### config.mk
export PLATFORM = sky130hd
export DESIGN_NAME = bcd_serial_alu
export DESIGN_NICKNAME = d
export VERILOG_FILES = /design/src/rtl/bcd_serial_alu.sv
export SDC_FILE = /design/constraint.sdc
export NUM_CORES = 1
export LEC_CHECK = 0
export BUFFER_PORTS_ARGS = -buffer_cell sky130_fd_sc_hd__buf_2
export CORE_MARGIN = 2
export CORE_UTILIZATION = 35
export DETAILED_ROUTE_END_ITERATION = 6
export PLACE_DENSITY = 0.57
export SETUP_SLACK_MARGIN = 0.05
export SLEW_MARGIN = 20
export SYNTH_ARGS = -nofsm -noshare
export SYNTH_HDL_FRONTEND = slang
export SYNTH_SLANG_ARGS = --single-unit
### constraint.sdc
create_clock -name i_clk -period 5.7 [get_ports i_clk]
set_input_delay 1.14 -clock i_clk [delete_from_list [all_inputs] [get_ports i_clk]]
set_output_delay 1.14 -clock i_clk [all_outputs]
set_load 0.005 [all_outputs]
### src/rtl/bcd_serial_alu.sv
`timescale 1ns/1ps
`default_nettype none
// ============================================================================
//  Module   : bcd_serial_alu
//  Purpose  : Multi-digit packed-BCD adder/subtractor. One decimal digit is
//             processed per clock, least-significant digit first, with the
//             +6/-6 decimal correction applied inline. A start/busy/done
//             handshake runs one operation at a time. Flags use the CPU
//             {Z, N, H, C} layout so they can be written back to F.
//  Ports    : i_clk, i_rst (async, active high)
//             i_start, i_sub, i_carry_in, i_a, i_b   request + operands
//             o_busy, o_done                         handshake
//             o_result, o_flags, o_invalid           registered results
//  Revision : 1.0  initial release
// ============================================================================
module bcd_serial_alu #(
   parameter int DIGITS = 4
) (
   input  logic                  i_clk,
   input  logic                  i_rst,
   input  logic                  i_start,
   input  logic                  i_sub,
   input  logic                  i_carry_in,
   input  logic [4*DIGITS-1:0]   i_a,
   input  logic [4*DIGITS-1:0]   i_b,
   output logic                  o_busy,
   output logic                  o_done,
   output logic [4*DIGITS-1:0]   o_result,
   output logic [3:0]            o_flags,
   output logic                  o_invalid
);

   localparam int W  = 4 * DIGITS;
   localparam int IW = (DIGITS > 1) ? $clog2(DIGITS) : 1;
   localparam logic [IW-1:0] LAST_IDX = IW'(DIGITS - 1);

   typedef enum logic [1:0] {
      S_IDLE = 2'd0,
      S_RUN  = 2'd1,
      S_DONE = 2'd2
   } state_t;

   state_t          state_q,   state_d;
   logic [IW-1:0]   idx_q,     idx_d;
   logic [W-1:0]    a_q,       a_d;
   logic [W-1:0]    b_q,       b_d;
   logic            sub_q,     sub_d;
   logic            carry_q,   carry_d;
   logic [W-1:0]    result_q,  result_d;
   logic [3:0]      flags_q,   flags_d;
   logic            invalid_q, invalid_d;
   logic            busy_q,    busy_d;
   logic            done_q,    done_d;

   // Digit datapath: current operand digits and one corrected BCD digit step
   logic [W-1:0]    a_shift, b_shift;
   logic [3:0]      a_dig, b_dig;
   logic [4:0]      sum5, diff5;
   logic [3:0]      dig_out;
   logic            dig_cout;
   logic            dig_bad;

   always_comb begin
      a_shift  = a_q >> {idx_q, 2'b00};
      b_shift  = b_q >> {idx_q, 2'b00};
      a_dig    = a_shift[3:0];
      b_dig    = b_shift[3:0];
      sum5     = {1'b0, a_dig} + {1'b0, b_dig} + {4'b0000, carry_q};
      // Two's-complement 5-bit difference; range -16..15, so bit 4 is the sign
      diff5    = {1'b0, a_dig} - {1'b0, b_dig} - {4'b0000, carry_q};
      dig_bad  = (a_dig > 4'd9) || (b_dig > 4'd9);
      dig_out  = sum5[3:0];
      dig_cout = 1'b0;
      if (sub_q) begin
         if (diff5[4]) begin
            dig_out  = diff5[3:0] - 4'd6;
            dig_cout = 1'b1;
         end else begin
            dig_out  = diff5[3:0];
            dig_cout = 1'b0;
         end
      end else if (sum5 > 5'd9) begin
         dig_out  = sum5[3:0] + 4'd6;
         dig_cout = 1'b1;
      end
   end

   // Next-state logic
   always_comb begin
      state_d   = state_q;
      idx_d     = idx_q;
      a_d       = a_q;
      b_d       = b_q;
      sub_d     = sub_q;
      carry_d   = carry_q;
      result_d  = result_q;
      flags_d   = flags_q;
      invalid_d = invalid_q;
      busy_d    = busy_q;
      done_d    = 1'b0;

      case (state_q)
         S_IDLE: begin
            if (i_start) begin
               state_d   = S_RUN;
               idx_d     = '0;
               a_d       = i_a;
               b_d       = i_b;
               sub_d     = i_sub;
               carry_d   = i_carry_in;
               result_d  = '0;
               invalid_d = 1'b0;
               busy_d    = 1'b1;
            end
         end
         S_RUN: begin
            // Result was cleared at accept, so each digit slot is written once
            result_d  = result_q | (W'(dig_out) << {idx_q, 2'b00});
            carry_d   = dig_cout;
            invalid_d = invalid_q | dig_bad;
            if (idx_q == LAST_IDX) begin
               state_d = S_DONE;
               idx_d   = '0;
               done_d  = 1'b1;
               // Z must include the digit being written on this same edge
               flags_d = {(result_d == '0), sub_q, 1'b0, dig_cout};
            end else begin
               idx_d = idx_q + IW'(1);
            end
         end
         S_DONE: begin
            state_d = S_IDLE;
            busy_d  = 1'b0;
         end
         default: begin
            state_d = S_IDLE;
            busy_d  = 1'b0;
         end
      endcase
   end

   always_ff @(posedge i_clk or posedge i_rst) begin
      if (i_rst) begin
         state_q   <= S_IDLE;
         idx_q     <= '0;
         a_q       <= '0;
         b_q       <= '0;
         sub_q     <= 1'b0;
         carry_q   <= 1'b0;
         result_q  <= '0;
         flags_q   <= 4'b0000;
         invalid_q <= 1'b0;
         busy_q    <= 1'b0;
         done_q    <= 1'b0;
      end else begin
         state_q   <= state_d;
         idx_q     <= idx_d;
         a_q       <= a_d;
         b_q       <= b_d;
         sub_q     <= sub_d;
         carry_q   <= carry_d;
         result_q  <= result_d;
         flags_q   <= flags_d;
         invalid_q <= invalid_d;
         busy_q    <= busy_d;
         done_q    <= done_d;
      end
   end

   assign o_busy    = busy_q;
   assign o_done    = done_q;
   assign o_result  = result_q;
   assign o_flags   = flags_q;
   assign o_invalid = invalid_q;

endmodule
`default_nettype wire

==> Yosys cells after proc, flatten, opt, wreduce, memory -nomap -nowiden <==
Index checks and enable logic that the tools add are counted.
{ "totals": {"input_bits": 37, "out_inout_bits": 23, "romBits": 0, "mem_bits_rw": 0, "elab_cells": 62, "regBits": 60, "n_memories": 0, "latch_bits": 0} }
{ "classes": {"addsub": 7, "n_reduce_logical": 9, "order_cmp": 3, "muxes": 22, "eq_ne": 4, "multipliers": 0, "n_shift": 3, "n_div": 0, "bitwise_logic": 3} }
{ "op_table": {"columns": ["operator", "count"], "rows": [
  ["$pmux W16 S2", 1],
  ["$shr A16 B4 Y4", 2],
  ["$logic_not A16 Y1", 1],
  ["$mux W16", 1],
  ["$or A16 B16 Y16", 1],
  ["$shl A4 B4 Y16", 1],
  ["$mux W4", 3],
  ["$reduce_and A2 Y1", 5],
  ["$gt A4 B4 Y1 const B", 2],
  ["$mux W1", 8],
  ["$mux W2", 4],
  ["$pmux W2 S2", 2],
  ["$pmux W1 S2", 3],
  ["$add A4 B4 Y5", 1],
  ["$add A5 B1 Y5", 1],
  ["$gt A5 B4 Y1 const B", 1],
  ["$sub A4 B4 Y5", 1],
  ["$sub A5 B1 Y5", 1],
  ["$add A4 B3 Y4 const B", 1],
  ["$ne A2 B2 Y1 const B", 2],
  ["$sub A4 B3 Y4 const B", 1],
  ["$add A2 B1 Y2 const B", 1],
  ["$eq A2 B1 Y1 const B", 1],
  ["$eq A2 B2 Y1 const B", 1],
  ["other kinds (5)", 5]
]} }

==> Logic depth before layout (Yosys ltp) <==
{ "logic_depth": {"depth_word": 9, "ltp_mapped": 15, "mapped_depth_nobuf": 13} }

==> Worst setup path before layout <==
No wires, ideal clock.
{ "synth_timing": {"path_kind": "flip-flop to flip-flop", "start": "register idx_q[0]", "end": "register result_q[14] (netlist: o_result[14])", "path_slack_ns": 1.993, "t_arrival_ns": 3.576, "t_required_ns": 5.568, "stages_incl_launch_ff": 15, "setup_ns": 0.132, "path_buffers": 2, "synth_period_minus_slack_ns": 3.707, "path_cell_list": "dfrtp_1 -> buf_2 -> buf_2 -> mux4_2 -> fa_1 -> fa_1 -> xor2_1 -> ha_1 -> nor2b_1 -> a31oi_1 -> a21boi_4 -> o31a_1 -> a22oi_2 -> a41oi_1 -> nor2_1"} }
{ "synth_via": {"elab_chain_len": 9, "word_cells_on_any_way": 15, "classes_between": "6 x add/sub; 1 x order compare; 3 x shift; 4 x mux; 1 x bitwise"} }
{ "synth_rtl": {"columns": ["element", "line", "source"], "rows": [
  ["from (decl)", "44", "logic [IW-1:0] idx_q, idx_d;"],
  ["from (signal assigned)", "157", "idx_q <= idx_d;"],
  ["$shr A16 B4 Y4, on equally long branches", "64, 65", null],
  ["$add A4 B4 Y5 or $sub A4 B4 Y5 (tied branches)", "68, 70", null],
  ["$add A5 B1 Y5 or $sub A5 B1 Y5 (tied branches)", "68, 70", null],
  ["$add A4 B3 Y4, or another cell as far along", "83", "dig_out = sum5[3:0] + 4'd6;"],
  ["$mux W4, on equally long branches", "82, 75", null],
  ["$mux W4", "74", "if (sub_q) begin"],
  ["$shl A4 B4 Y16 (*)", "118", "result_d = result_q | (W'(dig_out) << {idx_q, 2'b00});"],
  ["$or A16 B16 Y16 (*)", "118", null],
  ["$pmux W16 S2 (*)", "102", "case (state_q)"],
  ["to (signal assigned)", "162", "result_q <= result_d;"],
  ["to (decl)", "49", "logic [W-1:0] result_q, result_d;"]
]} }
Every way passes the cells marked *; elsewhere a longest branch is shown, timed or not.
A chain may end at the register's enable or synchronous reset.

==> Worst setup path in the final report <==
Ends and elaborated chain as after synthesis.

==> qor.txt <==
Status - completed
Tcrit/Tclk final - 73.3%
Initial DRC count - 73
Final min period - 4180 ps
CP endpoint kind - flop
Hold Path Depth - 2
Crit-path max FO - 18
Clock Root Buffer - clkbuf_8
Hold_sp - a_q[10]
Post-CTS setup buffer count - 0
Compound-gate portion of the synthesized area - 11.1%
Port Buffer Count - 58
Average size of a mapped cell - 9.79 um2
Final setup violation count - 0
Worst skew pair latency - 350 ps
Routed Wire Length - 6980 um
Largest net degree at the start of global routing - 61
Critical path class - flop to flop
Worst Path Required - 5980 ps
Final net count - 418
RD Place Congestion - 0.870
Slew Limit Headroom - 43.8%
Post-CTS Hold Buffers - 0
Ant. Diodes - 0
Asr flop ratio synth - 100%
TritonCTS clock tree - built
Hold slack - 471 ps
Vert. Die Dim - 97.6 um
Startpoint Class - flop
Core area - 8590 um2
Slowest stage delay, CP - 850 ps
I/O Pins - 60
Slew @ Worst Pin - 843 ps
Number of global-route vias before repair - 2451
Register area share after synthesis - 49.0%
YS warnings - 0
Wire per inst - 14.5 um
Crit path arrival time - 4450 ps
Cells on worst reg2reg path - 12
Post-cts gate resize count - 0
Crit-path leading delay family - adder cells
First-pass detailed-route iteration total - 4
Adder-cell area share of the yosys netlist - 6.69%
Worst setup startpoint - idx_q[0]
WP depth - 12
Hpwl dp - 4880 um
TritonCTS buffer count - 9
Yosys cell types - 44
DRC viols - 0
Initial antenna violation count - 0
First-pass GRT wire length - 11900 um
Class of the worst hold path - flop to flop
CP Cell Sequence - mux4_2, fa_1, fa_1, xor2_1, ha_1, nor2b_1, a31oi_1, a21boi_4, o31a_1, a22oi_2, a41oi_1, nor2_1
Clock transition at path regs - 70 ps
H-Tree Depth - 3
Die Wd - 97.6 um
Routed Antenna Nets - 0
Area Growth Syn to Fin - 18.7%
Initial core utilization - 35.7%
Slowest-stage cell, CP - dfrtp_1
Max Fclk - 239 MHz
Fin Clk Skew - 10.4 ps
FP Rows - 34
Setup repair after global routing missed its margin - false
Post-synth EDFFs - 0
Sink Count - 60
DR vias/cell - 4.98
GRT Overall Usage - 15.8%
RR Startpoint - idx_q[0]
Syn Inst Count - 313
Via count - 2392
Synth Flop Type - dfrtp_1
Worst Path Buf+Inv - 0
Die area - 9520 um2
Crit-path most repeated cell - fa_1
Setup TNS - 0 ps
Clock Path Buffers - 2
Pins Over Slew Limit - 0
Synth Cell Area - 3070 um2
Seq cells post-synth - 60
Post-synthesis mux area share - 6.57%
Post-synthesis xor/xnor area fraction - 2.00%
GRT overflow - 0
Post-Synth Simple-Gate Area - 20.4%
Max Cap Viol - 0
Main combinational cell family by area after synthesis - simple AND/OR/NAND/NOR gates
Hold Vio Cnt, Final - 0
Share of cells above drive strength 1 - 25.8%
Syn Nets - 364
==> path summary, 6_finish.rpt <==
| kind | to | slack (ps) |
|---|---|---|
| max | o_result[14] | 1520 |
| min | a_q[10] | 470 |
| max reg2reg | o_result[14] | 1520 |
| min reg2reg | a_q[10] | 470 |
| max in group asynchronous | b_q[5] | 4200 |
| min in group asynchronous | o_result[3] | 1000 |
==> tightest hold or removal path, stage by stage, from the launching register on <==
cell	delay [ps]
dfrtp_1	340
nand2_1	50
nand2_1	50
==> stage by stage <==
step                setup slack [ps]  utilization [%]  cell area, um2  instances
floorplan                       1990                -            3070        313
global placement                1630             40.0            3430        464
detailed placement              1520             40.0            3430        464
CTS                             1500             42.3            3630        480
global route                    1270             42.3            3640        480
finish                          1520             42.3            3640        480
==> metal layers <==
| metal | vias to the layer above | global-route usage [%] | wire (um) |
|---|---|---|---|
| li1 | 1163 | - | - |
| met1 | 1180 | 20.8 | 3270 |
| met2 | 41 | 24.9 | 3360 |
| met3 | 8 | 4.60 | 244 |
| met4 | 0 | 5.77 | 108 |
| met5 | - | 0 | 0 |
==> Yosys cell counts (all sizes together), types with 2 or more instances <==
master	number	share of area, %
o31ai	3	0.90
nor3	3	0.49
a41oi	2	0.57
xnor2	4	1.1
nand3	3	0.49
nand2	107	13
clkbuf	12	1.5
a31oi	6	1.2
xor2	3	0.86
inv	14	1.7
or4	2	0.61
nor2	11	1.4
o31a	2	0.57
nor4	5	1.0
a21oi	4	0.65
or2	2	0.41
a32o	5	1.6
ha	10	4.1
nand2b	3	0.61
fa	4	2.6
mux4	8	5.9
buf	5	0.98
nor2b	6	1.2
o21ai	10	1.6
a22o	5	1.4
dfrtp	60	49
==> cell type report <==
cell class                      instances  area, um2
Fill cell                             848       4960
Sequential cell                        60       1500
Multi-Input combinational cell        222       1440
Timing Repair Buffer                   60        305
Clock buffer                           10        138
Tap cell                              108        135
Clock inverter                          6       63.8
Inverter                               14       52.6
==> kinds of logic (layout without fill, tap and decap cells) <==
logic type / after synthesis / count (layout)
compound gates: 44 / 44
flops: 60 / 60
simple gates: 146 / 146
fa+ha+maj: 14 / 14
other cells: 1 / 1
buf+inv: 31 / 90
mux: 10 / 10
xor+xnor: 7 / 7
==> cell usage in the layout, fill, tap and decap left out, types with 4 or more instances in the layout <==
cell type	instances
a21oi_1	4
a22o_1	5
a31oi_1	6
a32o_1	5
buf_2	58
clkbuf_8	10
dfrtp_1	60
fa_1	4
ha_1	10
inv_1	13
mux4_2	8
nand2_1	107
nor2_1	9
nor2b_1	5
nor4_1	5
o21ai_0	10
xnor2_1	4
==> registers in the layout (all words and copies together) (netlist names), 2 cells and up <==
register / count
o_result: 16
b_q: 16
state_q: 2
a_q: 16
idx_q: 2
o_flags: 3
Power is left out: the tool's default activity adds up to more than one toggle a clock period on the data nets, which glitch-free logic cannot reach.
